## src/rtl/user_edge_pkg.sv

```systemverilog
// Shared register map, bit positions and FSM encoding for the edge job sequencer.
package user_edge_pkg;

   localparam logic [4:0] REG_CTRL     = 5'h00;
   localparam logic [4:0] REG_STATUS   = 5'h04;
   localparam logic [4:0] REG_BASE     = 5'h08;
   localparam logic [4:0] REG_COUNT    = 5'h0C;
   localparam logic [4:0] REG_PROGRESS = 5'h10;

   localparam int CTRL_START  = 0;
   localparam int CTRL_IRQ_EN = 1;
   localparam int STAT_BUSY   = 0;
   localparam int STAT_DONE   = 1;
   localparam int STAT_ERR    = 2;

   typedef enum logic [1:0] {
      ST_IDLE,
      ST_ISSUE,
      ST_WAIT,
      ST_FINISH
   } sched_state_t;

   function automatic logic reg_hit(input logic [4:0] off);
      return (off == REG_CTRL) || (off == REG_STATUS) || (off == REG_BASE) ||
             (off == REG_COUNT) || (off == REG_PROGRESS);
   endfunction

endpackage

```

## src/rtl/user_edge_sched_if.sv

```systemverilog
// OBI request/response bundle; master drives the request, slave returns grant and response.
interface user_edge_sched_if #(
   parameter int ADDR_WIDTH = 16,
   parameter int DATA_WIDTH = 32,
   parameter int ID_WIDTH   = 4
);
   logic                  req;
   logic [ADDR_WIDTH-1:0] addr;
   logic [DATA_WIDTH-1:0] wdata;
   logic                  we;
   logic [ID_WIDTH-1:0]   id;
   logic                  gnt;
   logic                  rvalid;
   logic [DATA_WIDTH-1:0] rdata;
   logic [ID_WIDTH-1:0]   rid;
   logic                  err;

   modport master (output req, addr, wdata, we, id, input gnt, rvalid, rdata, rid, err);
   modport slave  (input req, addr, wdata, we, id, output gnt, rvalid, rdata, rid, err);
endinterface

```

## src/rtl/user_edge_sched_regs.sv

```systemverilog
// Configuration register file: every access is granted combinationally, response one cycle later.
// Sticky DONE/ERR with W1C; a hardware set in the same cycle as a clear wins.
module user_edge_sched_regs
   import user_edge_pkg::*;
#(
   parameter int ADDR_WIDTH = 16,
   parameter int DATA_WIDTH = 32,
   parameter int ID_WIDTH   = 4,
   parameter int CNT_WIDTH  = 16
) (
   input  logic                  clk_i,
   input  logic                  rst_ni,
   user_edge_sched_if.slave      sbr,
   input  logic                  busy,
   input  logic                  done_set,
   input  logic                  err_set,
   input  logic [CNT_WIDTH-1:0]  progress,
   output logic                  start_pulse,
   output logic [ADDR_WIDTH-1:0] base,
   output logic [CNT_WIDTH-1:0]  count,
   output logic                  irq_en,
   output logic                  irq
);

   logic [4:0]            off;
   logic                  wr;
   logic                  done_q;
   logic                  err_q;
   logic [DATA_WIDTH-1:0] rd_val;
   logic                  rvalid_q;
   logic                  rsp_err_q;
   logic [DATA_WIDTH-1:0] rdata_q;
   logic [ID_WIDTH-1:0]   rid_q;
   logic                  unused_bits;

   assign off         = sbr.addr[4:0];
   assign wr          = sbr.req & sbr.we;
   assign sbr.gnt     = sbr.req;
   assign start_pulse = wr && (off == REG_CTRL) && sbr.wdata[CTRL_START] && !busy;
   assign unused_bits = ^{sbr.addr, sbr.wdata};

   always_comb begin
      rd_val = '0;
      case (off)
         REG_CTRL:     rd_val[CTRL_IRQ_EN] = irq_en;
         REG_STATUS: begin
            rd_val[STAT_BUSY] = busy;
            rd_val[STAT_DONE] = done_q;
            rd_val[STAT_ERR]  = err_q;
         end
         REG_BASE:     rd_val[ADDR_WIDTH-1:0] = base;
         REG_COUNT:    rd_val[CNT_WIDTH-1:0]  = count;
         REG_PROGRESS: rd_val[CNT_WIDTH-1:0]  = progress;
         default:      rd_val = '0;
      endcase
   end

   // BASE/COUNT are frozen while a job runs; the FSM works on its own latched copies
   always_ff @(posedge clk_i or negedge rst_ni) begin
      if (!rst_ni) begin
         irq_en <= 1'b0;
         base   <= '0;
         count  <= '0;
         done_q <= 1'b0;
         err_q  <= 1'b0;
         irq    <= 1'b0;
      end else begin
         if (wr && off == REG_CTRL)
            irq_en <= sbr.wdata[CTRL_IRQ_EN];
         if (wr && off == REG_BASE && !busy)
            base <= {sbr.wdata[ADDR_WIDTH-1:2], 2'b00};
         if (wr && off == REG_COUNT && !busy)
            count <= sbr.wdata[CNT_WIDTH-1:0];

         if (done_set)
            done_q <= 1'b1;
         else if (start_pulse || (wr && off == REG_STATUS && sbr.wdata[STAT_DONE]))
            done_q <= 1'b0;

         if (err_set)
            err_q <= 1'b1;
         else if (start_pulse || (wr && off == REG_STATUS && sbr.wdata[STAT_ERR]))
            err_q <= 1'b0;

         irq <= irq_en & (done_q | err_q);
      end
   end

   always_ff @(posedge clk_i or negedge rst_ni) begin
      if (!rst_ni) begin
         rvalid_q  <= 1'b0;
         rsp_err_q <= 1'b0;
         rdata_q   <= '0;
         rid_q     <= '0;
      end else begin
         rvalid_q <= sbr.req;
         if (sbr.req) begin
            rid_q     <= sbr.id;
            rsp_err_q <= !reg_hit(off);
            rdata_q   <= sbr.we ? '0 : rd_val;
         end else begin
            rsp_err_q <= 1'b0;
            rdata_q   <= '0;
         end
      end
   end

   assign sbr.rvalid = rvalid_q;
   assign sbr.rdata  = rdata_q;
   assign sbr.rid    = rid_q;
   assign sbr.err    = rsp_err_q;

endmodule

```

## src/rtl/user_edge_sched.sv

```systemverilog
// Job sequencer: one OBI read per word to the accelerator, single outstanding request.
// Request held until gnt; next request issued the cycle after each rvalid.
module user_edge_sched
   import user_edge_pkg::*;
#(
   parameter int                ADDR_WIDTH = 16,
   parameter int                DATA_WIDTH = 32,
   parameter int                ID_WIDTH   = 4,
   parameter int                CNT_WIDTH  = 16,
   parameter logic [ID_WIDTH-1:0] JOB_ID   = 4'hA
) (
   input  logic              clk_i,
   input  logic              rst_ni,
   user_edge_sched_if.slave  sbr,
   user_edge_sched_if.master mgr,
   output logic              irq_o
);

   sched_state_t          state_q, state_d;
   logic [CNT_WIDTH-1:0]  idx_q;
   logic [CNT_WIDTH-1:0]  count_l;
   logic [ADDR_WIDTH-1:0] base_l;
   logic                  start_pulse;
   logic [ADDR_WIDTH-1:0] base;
   logic [CNT_WIDTH-1:0]  count;
   logic                  irq_en;
   logic                  busy;
   logic                  done_set;
   logic                  err_set;
   logic                  load;
   logic                  step;
   logic                  issue;
   logic                  unused_mgr;

   assign busy       = (state_q != ST_IDLE);
   assign unused_mgr = ^{mgr.rdata, mgr.rid, irq_en};

   user_edge_sched_regs #(
      .ADDR_WIDTH (ADDR_WIDTH),
      .DATA_WIDTH (DATA_WIDTH),
      .ID_WIDTH   (ID_WIDTH),
      .CNT_WIDTH  (CNT_WIDTH)
   ) u_regs (
      .clk_i       (clk_i),
      .rst_ni      (rst_ni),
      .sbr         (sbr),
      .busy        (busy),
      .done_set    (done_set),
      .err_set     (err_set),
      .progress    (idx_q),
      .start_pulse (start_pulse),
      .base        (base),
      .count       (count),
      .irq_en      (irq_en),
      .irq         (irq_o)
   );

   always_comb begin
      state_d  = state_q;
      done_set = 1'b0;
      err_set  = 1'b0;
      load     = 1'b0;
      step     = 1'b0;
      issue    = 1'b0;
      case (state_q)
         ST_IDLE: begin
            if (start_pulse) begin
               load    = 1'b1;
               state_d = (count == '0) ? ST_FINISH : ST_ISSUE;
            end
         end
         ST_ISSUE: begin
            issue = 1'b1;
            if (mgr.gnt)
               state_d = ST_WAIT;
         end
         ST_WAIT: begin
            if (mgr.rvalid) begin
               step = 1'b1;
               if (mgr.err) begin
                  err_set = 1'b1;
                  state_d = ST_FINISH;
               end else if (CNT_WIDTH'(idx_q + 1'b1) == count_l) begin
                  state_d = ST_FINISH;
               end else begin
                  state_d = ST_ISSUE;
               end
            end
         end
         ST_FINISH: begin
            done_set = 1'b1;
            state_d  = ST_IDLE;
         end
         default: state_d = ST_IDLE;
      endcase
   end

   // idx doubles as the PROGRESS register: it is cleared only by an accepted START
   always_ff @(posedge clk_i or negedge rst_ni) begin
      if (!rst_ni) begin
         state_q <= ST_IDLE;
         idx_q   <= '0;
         count_l <= '0;
         base_l  <= '0;
      end else begin
         state_q <= state_d;
         if (load) begin
            idx_q   <= '0;
            count_l <= count;
            base_l  <= base;
         end else if (step) begin
            idx_q <= idx_q + 1'b1;
         end
      end
   end

   assign mgr.req   = issue;
   assign mgr.we    = 1'b0;
   assign mgr.wdata = '0;
   assign mgr.id    = issue ? JOB_ID : '0;
   assign mgr.addr  = issue ? base_l + ADDR_WIDTH'({idx_q, 2'b00}) : '0;

endmodule

```

## src/flat_wrapper.sv

```systemverilog
// flat-port wrapper written by rule: the top's interface ports become plain ports
module user_edge_sched_flat import user_edge_pkg::*;
#(
   parameter int                ADDR_WIDTH = 16,
   parameter int                DATA_WIDTH = 32,
   parameter int                ID_WIDTH   = 4,
   parameter int                CNT_WIDTH  = 16,
   parameter logic [ID_WIDTH-1:0] JOB_ID   = 4'hA
)
  (clk_i, rst_ni, irq_o, sbr_req, sbr_addr, sbr_wdata, sbr_we, sbr_id, sbr_gnt, sbr_rvalid, sbr_rdata, sbr_rid, sbr_err, mgr_req, mgr_addr, mgr_wdata, mgr_we, mgr_id, mgr_gnt, mgr_rvalid, mgr_rdata, mgr_rid, mgr_err);
  user_edge_sched_if #(.ADDR_WIDTH(ADDR_WIDTH), .DATA_WIDTH(DATA_WIDTH), .ID_WIDTH(ID_WIDTH)) sbr_i ();
  user_edge_sched_if #(.ADDR_WIDTH(ADDR_WIDTH), .DATA_WIDTH(DATA_WIDTH), .ID_WIDTH(ID_WIDTH)) mgr_i ();
  input  logic clk_i;
  input  logic rst_ni;
  output logic irq_o;
  input wire logic [$bits(sbr_i.req)-1:0] sbr_req;
  input wire logic [$bits(sbr_i.addr)-1:0] sbr_addr;
  input wire logic [$bits(sbr_i.wdata)-1:0] sbr_wdata;
  input wire logic [$bits(sbr_i.we)-1:0] sbr_we;
  input wire logic [$bits(sbr_i.id)-1:0] sbr_id;
  output wire logic [$bits(sbr_i.gnt)-1:0] sbr_gnt;
  output wire logic [$bits(sbr_i.rvalid)-1:0] sbr_rvalid;
  output wire logic [$bits(sbr_i.rdata)-1:0] sbr_rdata;
  output wire logic [$bits(sbr_i.rid)-1:0] sbr_rid;
  output wire logic [$bits(sbr_i.err)-1:0] sbr_err;
  output wire logic [$bits(mgr_i.req)-1:0] mgr_req;
  output wire logic [$bits(mgr_i.addr)-1:0] mgr_addr;
  output wire logic [$bits(mgr_i.wdata)-1:0] mgr_wdata;
  output wire logic [$bits(mgr_i.we)-1:0] mgr_we;
  output wire logic [$bits(mgr_i.id)-1:0] mgr_id;
  input wire logic [$bits(mgr_i.gnt)-1:0] mgr_gnt;
  input wire logic [$bits(mgr_i.rvalid)-1:0] mgr_rvalid;
  input wire logic [$bits(mgr_i.rdata)-1:0] mgr_rdata;
  input wire logic [$bits(mgr_i.rid)-1:0] mgr_rid;
  input wire logic [$bits(mgr_i.err)-1:0] mgr_err;
  assign sbr_i.req = sbr_req;
  assign sbr_i.addr = sbr_addr;
  assign sbr_i.wdata = sbr_wdata;
  assign sbr_i.we = sbr_we;
  assign sbr_i.id = sbr_id;
  assign sbr_gnt = sbr_i.gnt;
  assign sbr_rvalid = sbr_i.rvalid;
  assign sbr_rdata = sbr_i.rdata;
  assign sbr_rid = sbr_i.rid;
  assign sbr_err = sbr_i.err;
  assign mgr_req = mgr_i.req;
  assign mgr_addr = mgr_i.addr;
  assign mgr_wdata = mgr_i.wdata;
  assign mgr_we = mgr_i.we;
  assign mgr_id = mgr_i.id;
  assign mgr_i.gnt = mgr_gnt;
  assign mgr_i.rvalid = mgr_rvalid;
  assign mgr_i.rdata = mgr_rdata;
  assign mgr_i.rid = mgr_rid;
  assign mgr_i.err = mgr_err;
  user_edge_sched #(.ADDR_WIDTH(ADDR_WIDTH), .DATA_WIDTH(DATA_WIDTH), .ID_WIDTH(ID_WIDTH), .CNT_WIDTH(CNT_WIDTH), .JOB_ID(JOB_ID)) u_core (.clk_i(clk_i), .rst_ni(rst_ni), .sbr(sbr_i), .mgr(mgr_i), .irq_o(irq_o));
endmodule
```

## config.mk

```make
export PLATFORM = sky130hd
export DESIGN_NAME = user_edge_sched_flat
export DESIGN_NICKNAME = d
export VERILOG_FILES = /design/src/rtl/user_edge_pkg.sv /design/src/rtl/user_edge_sched_if.sv /design/src/rtl/user_edge_sched_regs.sv /design/src/rtl/user_edge_sched.sv /design/src/flat_wrapper.sv
export SDC_FILE = /design/constraint.sdc
export NUM_CORES = 1
export LEC_CHECK = 0
export CAP_MARGIN = 15
export CORE_MARGIN = 1
export CORE_UTILIZATION = 47
export CTS_CLUSTER_DIAMETER = 80
export DETAILED_ROUTE_END_ITERATION = 6
export PLACE_DENSITY = 0.82
export SLEW_MARGIN = 20
export SYNTH_ARGS = -nofsm -noshare
export SYNTH_HDL_FRONTEND = slang
export SYNTH_SLANG_ARGS = --single-unit
```

## constraint.sdc

```tcl
create_clock -name clk_i -period 3 [get_ports clk_i]
set_input_delay 0.45 -clock clk_i [delete_from_list [all_inputs] [get_ports clk_i]]
set_output_delay 0.45 -clock clk_i [all_outputs]
set_load 0.02 [all_outputs]
```

==> metrics.txt <==
#FFs+latches synth=104; Worst EP required=2.55 ns; first-pass GRT wire length=22600 µm; clock period minus worst slack=2.93 ns; CTS tree=built; CP startpoint=u_core.idx_q[1]; Die ar.=0.0132 mm²; largest net degree at the start of global routing=63; chip width=115 µm; Hold Crit Class=in2async; Placer Congestion=0.918; Post-Synth Adder-Cell Area=3.26%; Slew headroom=49.0%; Placed Area=0.00678 mm²; Final Cycle Share=97.6%; GRT Total Usage=22.0%; most frequent cells in the layout=nand2_1 (104), dfrtp_1 (104), clkdlybuf4s50_1 (60), conb_1 (53), mux2_2 (49); Sink Count=104; number of port buffers=72; skew final=0.00587 ns; Synth Area in Simple Gates=18.8%; Ys Warns=0; Clock Pin Slew Worst Setup and Hold Paths=0.06 ns; Critical Path Fanout Max=3; mux cell area share after synthesis=10.1%; hpwl dp=10200 µm; Synth Area per Inst=9.57 µm²; Routed WL=13900 µm; die height=115 µm; Most used DFF post-synth=dfrtp_1; Final ANT Viol Nets=0; cell count after synthesis=626; main combinational cell family by area after synthesis=simple AND/OR/NAND/NOR gates; Fin. Hold Viols=0; XOR/XNOR share of the synthesized area=5.26%; Compound-Gate Fraction of Synth Area=9.04%; Initial DRC Count=397; post-synthesis sequential area ratio=43.4%; VDD IR max=0.331 mV; Max Freq=0.342 GHz; Fill cells=1051; drt first pass iters=5; vias in the first global route=4638; Hold Buf Count CTS=0; Worst-Margin Slew=0.766 ns; Final Non-Filler Cells=879; htree depth=3; total leakage power=3.44 nW; Cells after DPL=859; CP Capture Type=output pin; via density per instance=5.41; power per cell area=517 mW/mm²; core area=0.0122 mm²; Yosys top cell area share=43.4%; Max-Cap Viols=0; layout cells sized above 1=17.7%; final slew viol count=0; via count=4758; GRT overflow=0; area grow syn2layout=19.0%; EDFF count, synth=0; Routed wire per std cell=15.8 µm; asr flop ratio synth=100%; Initial Util=49.1%; RSZ-0062 raised after global routing=yes; total power=3.69 mW; CP Class=reg2out; ranking of synthesized cells by area=dfrtp_1 (43%), mux2_2 (9.2%), buf_4 (7.0%); final setup violation count=0; drt drc=0; clk root buf=clkbuf_16; final net count=816; initial antenna violation count=0; # IOs=189; r2r startpoint=u_core.idx_q[1]; diode count=0; Netlist cell types=65; startpoint types=register; status=completed; post-route cell area=0.00713 mm²; Max clock buf depth=2; Clock Latency Late Sink=0.35 ns; FP Rows=40; area leader, netlist=dfrtp_1; Synth Cell Area=0.00599 mm²; CTS Buf Count=9; CP arrival=2.48 ns
routing by layer:
layer | vias to the layer above | track usage, % | wire length (µm)
met4 | 0 | 9.52 | 331
met3 | 29 | 4.16 | 1120
met5 | - | 0 | 0
met1 | 2287 | 28.7 | 5870
li1 | 2196 | - | -
met2 | 246 | 35.8 | 6610
cells in the mapped netlist, types with 2 or more instances:
cell / instances
a21o_1: 2
a21oi_1: 24
a22oi_1: 15
a32o_1: 2
and2_1: 4
and3_1: 6
buf_2: 14
buf_4: 56
clkbuf_1: 16
dfrtp_1: 104
ha_1: 14
inv_1: 8
mux2_2: 49
mux2i_1: 4
nand2_1: 104
nand2b_1: 5
nand3_1: 18
nand4_1: 8
nor2_1: 45
nor2b_1: 4
nor3_1: 9
nor4_1: 7
o21a_1: 2
o21ai_0: 20
o21ai_1: 3
o21bai_1: 2
or3_1: 9
xnor2_1: 23
xor2_1: 13
metrics by stage:
| stage | util [%] | setup slack [ns] | TNS (ns) | hold WS [ns] |
|---|---|---|---|---|
| 6_report | 58.4 | 0.0726 | 0 | 0.0807 |
| 3_5_place_dp | 55.6 | -0.146 | -0.468 | 0.471 |
| 3_3_place_gp | 55.6 | -0.0688 | -0.130 | 0.468 |
| 5_1_grt | 58.4 | -0.0516 | -0.107 | 0.130 |
| 4_1_cts | 58.2 | -0.0316 | -0.0502 | 0.105 |
| 2_1_floorplan | - | 0.320 | 0 | 0.154 |
worst max-delay path: stages, from the launching register on:
cell and delay, ns:
dfrtp_1 0.42, ha_1 0.30, a21o_1 0.13, a211oi_2 0.08, buf_4 0.14, o21ba_4 0.20
o21ai_4 0.14, nor4_2 0.06, or3_1 0.35, a21oi_1 0.14, buf_4 0.17
state kept, by name, indices dropped and copies added, names as in the netlist:
signal,flops
u_core.base_l,14
u_core.state_q,2
u_core.u_regs.count,16
u_core.u_regs.sbr.rid,4
u_core.idx_q,16
u_core.u_regs.irq_en,1
u_core.u_regs.base,14
u_core.u_regs.sbr.rdata,16
u_core.u_regs.irq,1
u_core.count_l,16
u_core.u_regs.sbr.err,1
u_core.u_regs.sbr.rvalid,1
u_core.u_regs.done_q,1
u_core.u_regs.err_q,1
final timing paths:
check,endpoint,slack [ns],cells past startpoint
max in group asynchronous,u_core.u_regs.base[3],2.22,2
hold reg to reg,u_core.base_l[8],0.49,2
setup / recovery,mgr_addr[15],0.07,10
setup reg to reg,u_core.state_q[1],0.49,10
hold / removal,u_core.u_regs.sbr.rdata[10],0.08,1
min in group clk_i,u_core.base_l[8],0.49,2
where the power goes:
group | leakage (nW) | total, mW | internal [mW] | switching [mW]
registers | 1.41 | 1.70 | 1.55 | 0.153
clock network | 0.145 | 1.17 | 0.668 | 0.499
logic | 1.89 | 0.819 | 0.374 | 0.445
total | 3.44 | 3.69 | 2.59 | 1.10
final cells by class:
type / instances / area [µm²] / share of cell area, %
Tap cell: 168 / 210 / 2.95
Timing Repair Buffer: 105 / 960 / 13.5
Clock inverter: 5 / 56.3 / 0.790
Clock buffer: 11 / 243 / 3.40
Multi-Input combinational cell: 478 / 3030 / 42.5
Sequential cell: 104 / 2600 / 36.5
Inverter: 8 / 30.0 / 0.421
cells by family after synthesis:
kind of cell,Yosys count
compound gates,85
xor+xnor,36
fa+ha+maj,15
buf+inv,96
flops,104
mux,54
other cells,1
simple gates,235
timing repair:
item                                    4_1_cts  5_1_grt
endpoints found under the setup margin       10        9
setup buffers                                 2        2
gates resized for setup                      35       10
pin swaps                                     7        3
(Power assumes the default switching activity.)
